**config.mk**
```make
export PLATFORM = sky130hd
export DESIGN_NAME = st_rgb_packer
export DESIGN_NICKNAME = d
export VERILOG_FILES = /design/src/rtl/dsi_pkg.sv /design/src/rtl/st_rgb_packer.sv
export SDC_FILE = /design/constraint.sdc
export NUM_CORES = 1
export LEC_CHECK = 0
export CAP_MARGIN = 10
export CORE_MARGIN = 3
export CORE_UTILIZATION = 50
export CTS_CLUSTER_DIAMETER = 200
export DETAILED_ROUTE_END_ITERATION = 10
export HOLD_SLACK_MARGIN = 0.15
export PLACE_DENSITY = 0.91
export SYNTH_ARGS = -nofsm -noshare
export SYNTH_HDL_FRONTEND = slang
export SYNTH_SLANG_ARGS = --single-unit
```
**constraint.sdc**
```tcl
create_clock -name clk_sys -period 1.7 [get_ports clk_sys]
set_input_delay 0.34 -clock clk_sys [delete_from_list [all_inputs] [get_ports clk_sys]]
set_output_delay 0.34 -clock clk_sys [all_outputs]
set_load 0.02 [all_outputs]
```
**src/rtl/dsi_pkg.sv**
```systemverilog
// Shared definitions for the DSI pixel path: packer FSM states, byte lanes, word payload.
package dsi_pkg;

    localparam int unsigned BYTE_W     = 8;
    localparam int unsigned PIX_BYTES  = 3;
    localparam int unsigned WORD_BYTES = 4;
    localparam int unsigned PIX_W      = PIX_BYTES * BYTE_W;
    localparam int unsigned WORD_W     = WORD_BYTES * BYTE_W;
    localparam int unsigned PHASE_W    = 2;
    localparam int unsigned EMPTY_W    = 2;

    typedef enum logic {
        PK_RUN   = 1'b0,
        PK_FLUSH = 1'b1
    } pk_state_t;

    typedef struct packed {
        logic [WORD_W-1:0]  data;
        logic               sop;
        logic               eop;
        logic [EMPTY_W-1:0] empty;
    } pk_word_t;

    // Unused high bytes of an eop word that carries nbytes valid bytes (0 means a full word)
    function automatic logic [EMPTY_W-1:0] empty_for(input logic [PHASE_W-1:0] nbytes);
        return EMPTY_W'(3'(WORD_BYTES) - 3'(nbytes));
    endfunction

endpackage

```
**src/rtl/st_rgb_packer.sv**
```systemverilog
// Repacks one RGB888 pixel per beat into dense 32-bit words (4 pixels -> 3 words),
// tracking line boundaries. Optional line-length checker: ST_RGB_PACKER_LINE_CHECK_EN.
module st_rgb_packer
    import dsi_pkg::*;
#(
    parameter int unsigned H_ACTIVE = 480,
    parameter int unsigned CNT_W    = 12
) (
    input  logic               clk_sys,
    input  logic               rst_sys,
    input  logic [31:0]        in_data,
    input  logic               in_valid,
    input  logic               in_startofpacket,
    input  logic               in_endofpacket,
    output logic               in_ready,
    output logic [31:0]        out_data,
    output logic               out_valid,
    output logic               out_startofpacket,
    output logic               out_endofpacket,
    output logic [EMPTY_W-1:0] out_empty,
    input  logic               out_ready,
    output logic               err_line_len,
    output logic [CNT_W-1:0]   err_cnt,
    input  logic               err_clr
);

    pk_state_t          state_q, state_d;
    logic [PIX_W-1:0]   res_q, res_d;
    logic [PHASE_W-1:0] phase_q, phase_d;
    logic               sop_pend_q, sop_pend_d;
    logic               in_line_q, in_line_d;
    pk_word_t           out_q, out_d;
    logic               out_valid_q, out_valid_d;

    logic               slot_c, accept_c, frame_err_c, sop_flag_c, emit_c;
    logic [PHASE_W-1:0] ph_c;
    logic [PIX_W-1:0]   rs_c, pix_c;
    pk_word_t           word_c;
    logic               unused_bits;

    assign unused_bits = ^in_data[WORD_W-1:PIX_W];
    assign pix_c       = in_data[PIX_W-1:0];
    assign slot_c      = ~out_valid_q | out_ready;
    assign in_ready    = (state_q == PK_RUN) & slot_c;
    assign accept_c    = in_valid & in_ready;
    assign frame_err_c = accept_c & in_startofpacket & ((phase_q != '0) | in_line_q);
    // Any sop restarts packing at phase 0; a leftover residual is simply discarded
    assign ph_c        = in_startofpacket ? '0 : phase_q;
    assign rs_c        = in_startofpacket ? '0 : res_q;
    assign sop_flag_c  = in_startofpacket | sop_pend_q;

    // Word completed by the current beat, selected by the residual byte count
    always_comb begin
        word_c = '0;
        emit_c = 1'b1;
        case (ph_c)
            2'd0: begin
                word_c.data  = {BYTE_W'(0), pix_c};
                word_c.eop   = in_endofpacket;
                word_c.empty = empty_for(PHASE_W'(PIX_BYTES));
                emit_c       = in_endofpacket;
            end
            2'd3:    word_c.data = {pix_c[7:0], rs_c[23:0]};
            2'd2:    word_c.data = {pix_c[15:0], rs_c[15:0]};
            default: begin
                word_c.data = {pix_c[23:0], rs_c[7:0]};
                word_c.eop  = in_endofpacket;
            end
        endcase
        word_c.sop = sop_flag_c;
    end

    // FSM next state, residual update and output register load
    always_comb begin
        state_d     = state_q;
        res_d       = res_q;
        phase_d     = phase_q;
        sop_pend_d  = sop_pend_q;
        in_line_d   = in_line_q;
        out_d       = out_q;
        out_valid_d = out_valid_q;
        if (slot_c) begin
            out_valid_d = 1'b0;
        end
        case (state_q)
            PK_RUN: begin
                if (accept_c) begin
                    in_line_d = ~in_endofpacket & (in_startofpacket | in_line_q);
                    case (ph_c)
                        2'd0: begin
                            res_d   = in_endofpacket ? '0 : pix_c;
                            phase_d = in_endofpacket ? 2'd0 : 2'd3;
                        end
                        2'd3: begin
                            res_d   = {8'h00, pix_c[23:8]};
                            phase_d = 2'd2;
                        end
                        2'd2: begin
                            res_d   = {16'h0000, pix_c[23:16]};
                            phase_d = 2'd1;
                        end
                        default: begin
                            res_d   = '0;
                            phase_d = 2'd0;
                        end
                    endcase
                    // eop leaving 1 or 2 bytes behind a full word needs a flush slot
                    if (in_endofpacket && ph_c[1]) begin
                        state_d = PK_FLUSH;
                    end
                    if (emit_c) begin
                        out_d       = word_c;
                        out_valid_d = 1'b1;
                        sop_pend_d  = 1'b0;
                    end else begin
                        sop_pend_d  = sop_flag_c;
                    end
                end
            end
            PK_FLUSH: begin
                if (slot_c) begin
                    out_d       = '0;
                    out_d.data  = {BYTE_W'(0), res_q};
                    out_d.sop   = sop_pend_q;
                    out_d.eop   = 1'b1;
                    out_d.empty = empty_for(phase_q);
                    out_valid_d = 1'b1;
                    res_d       = '0;
                    phase_d     = '0;
                    sop_pend_d  = 1'b0;
                    state_d     = PK_RUN;
                end
            end
        endcase
    end

    // Packer state and output register
    always_ff @(posedge clk_sys) begin
        if (rst_sys) begin
            state_q     <= PK_RUN;
            res_q       <= '0;
            phase_q     <= '0;
            sop_pend_q  <= 1'b0;
            in_line_q   <= 1'b0;
            out_q       <= '0;
            out_valid_q <= 1'b0;
        end else begin
            state_q     <= state_d;
            res_q       <= res_d;
            phase_q     <= phase_d;
            sop_pend_q  <= sop_pend_d;
            in_line_q   <= in_line_d;
            out_q       <= out_d;
            out_valid_q <= out_valid_d;
        end
    end

    assign out_data          = out_q.data;
    assign out_startofpacket = out_q.sop;
    assign out_endofpacket   = out_q.eop;
    assign out_empty         = out_q.empty;
    assign out_valid         = out_valid_q;

`ifdef ST_RGB_PACKER_LINE_CHECK_EN
    logic [CNT_W-1:0] pix_cnt_q, pix_cnt_d, pix_now_c;
    logic [CNT_W-1:0] err_cnt_q, err_cnt_d;
    logic             err_flag_q, err_flag_d, err_ev_c;

    // Line length measurement and error accounting; a clear wins, then the new error counts
    always_comb begin
        pix_cnt_d  = pix_cnt_q;
        pix_now_c  = pix_cnt_q;
        err_ev_c   = frame_err_c;
        err_flag_d = err_flag_q;
        err_cnt_d  = err_cnt_q;
        if (accept_c) begin
            if (in_startofpacket) begin
                pix_now_c = CNT_W'(1);
            end else if (pix_cnt_q != '1) begin
                pix_now_c = pix_cnt_q + CNT_W'(1);
            end
            pix_cnt_d = in_endofpacket ? '0 : pix_now_c;
            if (in_endofpacket && (pix_now_c != CNT_W'(H_ACTIVE))) begin
                err_ev_c = 1'b1;
            end
        end
        if (err_clr) begin
            err_flag_d = err_ev_c;
            err_cnt_d  = err_ev_c ? CNT_W'(1) : '0;
        end else if (err_ev_c) begin
            err_flag_d = 1'b1;
            if (err_cnt_q != '1) begin
                err_cnt_d = err_cnt_q + CNT_W'(1);
            end
        end
    end

    // Checker registers
    always_ff @(posedge clk_sys) begin
        if (rst_sys) begin
            pix_cnt_q  <= '0;
            err_cnt_q  <= '0;
            err_flag_q <= 1'b0;
        end else begin
            pix_cnt_q  <= pix_cnt_d;
            err_cnt_q  <= err_cnt_d;
            err_flag_q <= err_flag_d;
        end
    end

    assign err_line_len = err_flag_q;
    assign err_cnt      = err_cnt_q;
`else
    logic unused_cfg;
    assign unused_cfg   = err_clr ^ frame_err_c ^ (H_ACTIVE == 0);
    assign err_line_len = 1'b0;
    assign err_cnt      = '0;
`endif

endmodule

```
==> qor.txt, run 1 <==
Simple-Gate Fraction of Synth Area -> 13.11%
static leakage -> 2.020 nW
met2 WL -> 5992 um
wire per inst -> 20.39 um
hpwl dp -> 9165 um
R2R depth -> 6
Fillers -> 497
P&R area growth vs syn -> 35.83%
final antenna-violating net count -> 0
EDFF count, synth -> 0
gate count after technology mapping -> 439
CP top delay family -> buffers and inverters
die height -> 92.73 um
clk slew on worst S/H paths -> 0.07 ns
critical path's largest stage delay -> 0.62 ns
number of remaining DRC errors -> 0
commonest cells in the netlist -> dfxtp_1, nor2_1, a21oi_1, o21ai_0, nand2_1
die width -> 92.73 um
DR iter-0 viols -> 751
dominant synthesized flop cell -> dfxtp_1
Root Buffer -> clkbuf_8
worst skew pair latency -> 0.36 ns
Routability Congestion -> 1.009
layout cells sized above 1 -> 21.31%
register area -> 1304 um^2
Final Hold Vio Count -> 0
Syn Area/Cell -> 8.567 um^2
I/O pin cnt -> 90
Final period util -> 98.20%
Distinct cells, synth -> 48
Net count, final -> 583
PwrDens -> 804.7 nW/um^2
initial antenna violation count -> 0
compound-gate portion of the synthesized area -> 35.60%
Synth Warn # -> 0
Stages on worst setup path -> 1
H-tree depth -> 3
clock sink total -> 65
synth top area cells -> dfxtp_1, a21oi_1, mux2i_1, o21ai_0, o2bb2ai_1
Setup-failing EPs final -> 0
Post-DP Area -> 4866 um^2
met3 WL post-DR -> 1515 um
Pre-antenna DRT Iters -> 6
design area -> 5109 um^2
crit-path max FO -> 2
Final min period -> 1.669 ns
TNS Setup -> 0 ns
highest routed layer -> met4
WS Path Type -> reg -> out
CTS buffer count -> 9
CP arrival -> 1.33 ns
Slew Limit Fails -> 0
Routed met1 length -> 4808 um
multi-input logic area -> 2132 um^2
via count -> 4162
Max Root-Sink Buffers -> 2
status -> completed
crit path launch type -> register
GRT Overall Usage -> 31.06%
CP cell instances -> clkdlybuf4s50_1
CORE AREA -> 7057 um^2
async set-reset flop share out of synthesis -> 0%
CP endpoint kind -> output pin
largest net degree at the start of global routing -> 30
Clock Skew -> 0.005762 ns
mux contribution to synthesized area -> 5.456%
top-count cell post-synth -> dfxtp_1
buffers and inverters on the worst path -> 1
largest family of logic cells by synthesized area -> compound AO/OA/AOI/OAI gates
first-pass GRT wire length -> 20910 um
Yosys top cell by area -> dfxtp_1
synthesized cell area -> 3761 um^2
area share of the largest cell type after synthesis -> 34.60%
total wire length -> 13150 um
VDD IR-drop max -> 0.4539 mV
Buffers on Ports -> 67
diodes inserted -> 0
max_cap viols -> 0
CTS tree -> built
Seq/Total Area, Yosys -> 34.60%
Hold Crit Class -> in -> reg
adder-cell share of the synthesized area -> 0%
hold path cells -> 2
Initial Utilization -> 53.30%
Synth Register Bits -> 65
cts hold-fix bufs -> 0
Max Fclk -> 599.0 MHz
vias in the first global route -> 3964
CP Data Required Time -> 1.36 ns
Post-Synth XOR/XNOR Area -> 0.2329%
crit path max-delay cell type -> clkdlybuf4s50_1
final total power -> 4.111 mW
std cell rows -> 30
Worst R2R Setup Slack -> 0.13 ns
DR vias/cell -> 6.453
Remaining Overflow, GRT -> 0
Die ar. -> 8599 um^2
==> flip-flops by register name (all words and copies together), names as in the netlist <==
register           cells
out_startofpacket      1
sop_pend_q             1
out_valid              1
res_q                 24
state_q                1
out_data              32
out_empty              2
out_endofpacket        1
phase_q                2
==> layout by cell type, fill, tap and decap left out, drive strengths merged, types with 3 or more instances in the layout <==
cell,n
a211oi,10
a21oi,32
a221oi,8
a22o,12
a22oi,16
a311oi,9
a31oi,8
a32o,4
a32oi,7
and2,3
buf,73
clkbuf,12
clkdlybuf4s50,60
clkinv,3
conb,13
dfxtp,65
dlymetal6s2s,4
inv,17
mux2,4
mux2i,16
nand2,23
nand2b,7
nor2,40
nor2b,11
o211a,9
o21ai,32
o22a,7
o2bb2ai,16
or2,3
or3,4
==> path summary, 6_finish.rpt <==
path	start	endpoint
setup / recovery	out_data[15]$_SDFFE_PP0P_	out_data[15]
setup reg to reg	phase_q[0]$_SDFFE_PP0P_	res_q[5]$_SDFFE_PP0P_
hold reg to reg	out_empty[1]$_SDFFE_PP0P_	out_empty[1]$_SDFFE_PP0P_
hold / removal	rst_sys	phase_q[0]$_SDFFE_PP0P_
==> report_power, final <==
part,total [mW],switching [mW],internal [mW],leakage [nW]
Sequential,1.68,0.0602,1.62,0.533
Clock,1.29,0.611,0.675,0.0933
Combinational,1.15,0.621,0.528,1.39
==> logic make-up after synthesis <==
family	count (synthesis)
compound gates	176
xor+xnor	1
buf+inv	74
flops	65
mux	20
other cells	1
simple gates	102
==> per-stage QoR <==
stage / utilization (%) / std cells / hold slack, ns / setup WS, ns
after CTS: 71.68 / 644 / 0.2528 / 0.01177
after floorplan: - / 451 / 0.4424 / 0.1726
after detailed placement: 68.95 / 628 / 0.4594 / -0.4387
after global placement: 68.95 / 628 / 0.4431 / -0.2872
final: 72.39 / 645 / 0.2646 / 0.03057
after global routing: 72.39 / 645 / 0.2682 / -0.001431
==> final cells by class <==
cell class	instances	share of cell area (%)
Clock buffer	11	2.572
Sequential cell	65	25.52
Clock inverter	5	1.102
Timing Repair Buffer	139	25.47
Inverter	17	1.249
Multi-Input combinational cell	312	41.73
Tap cell	96	2.351
==> routing by layer <==
layer  up-vias  track usage [%]
li1       1807                -
met1      1913            37.72
met2       347            50.03
met3        95            6.905
met4         0            18.68
met5         -                0
==> timing repair <==
action                     4_1_cts  5_1_grt
gates resized for setup          5       15
buffers inserted                 0        1
setup endpoints to repair        4       50
pin swaps                        0        1
No activity file was read; power rests on OpenSTA's default activity.
==> run 2, diff against run 1 <==
- SLEW_MARGIN: default -> 20
==> results of run 2 <==
Same layout as run 1: the final DEF is identical, and so are final timing and power.
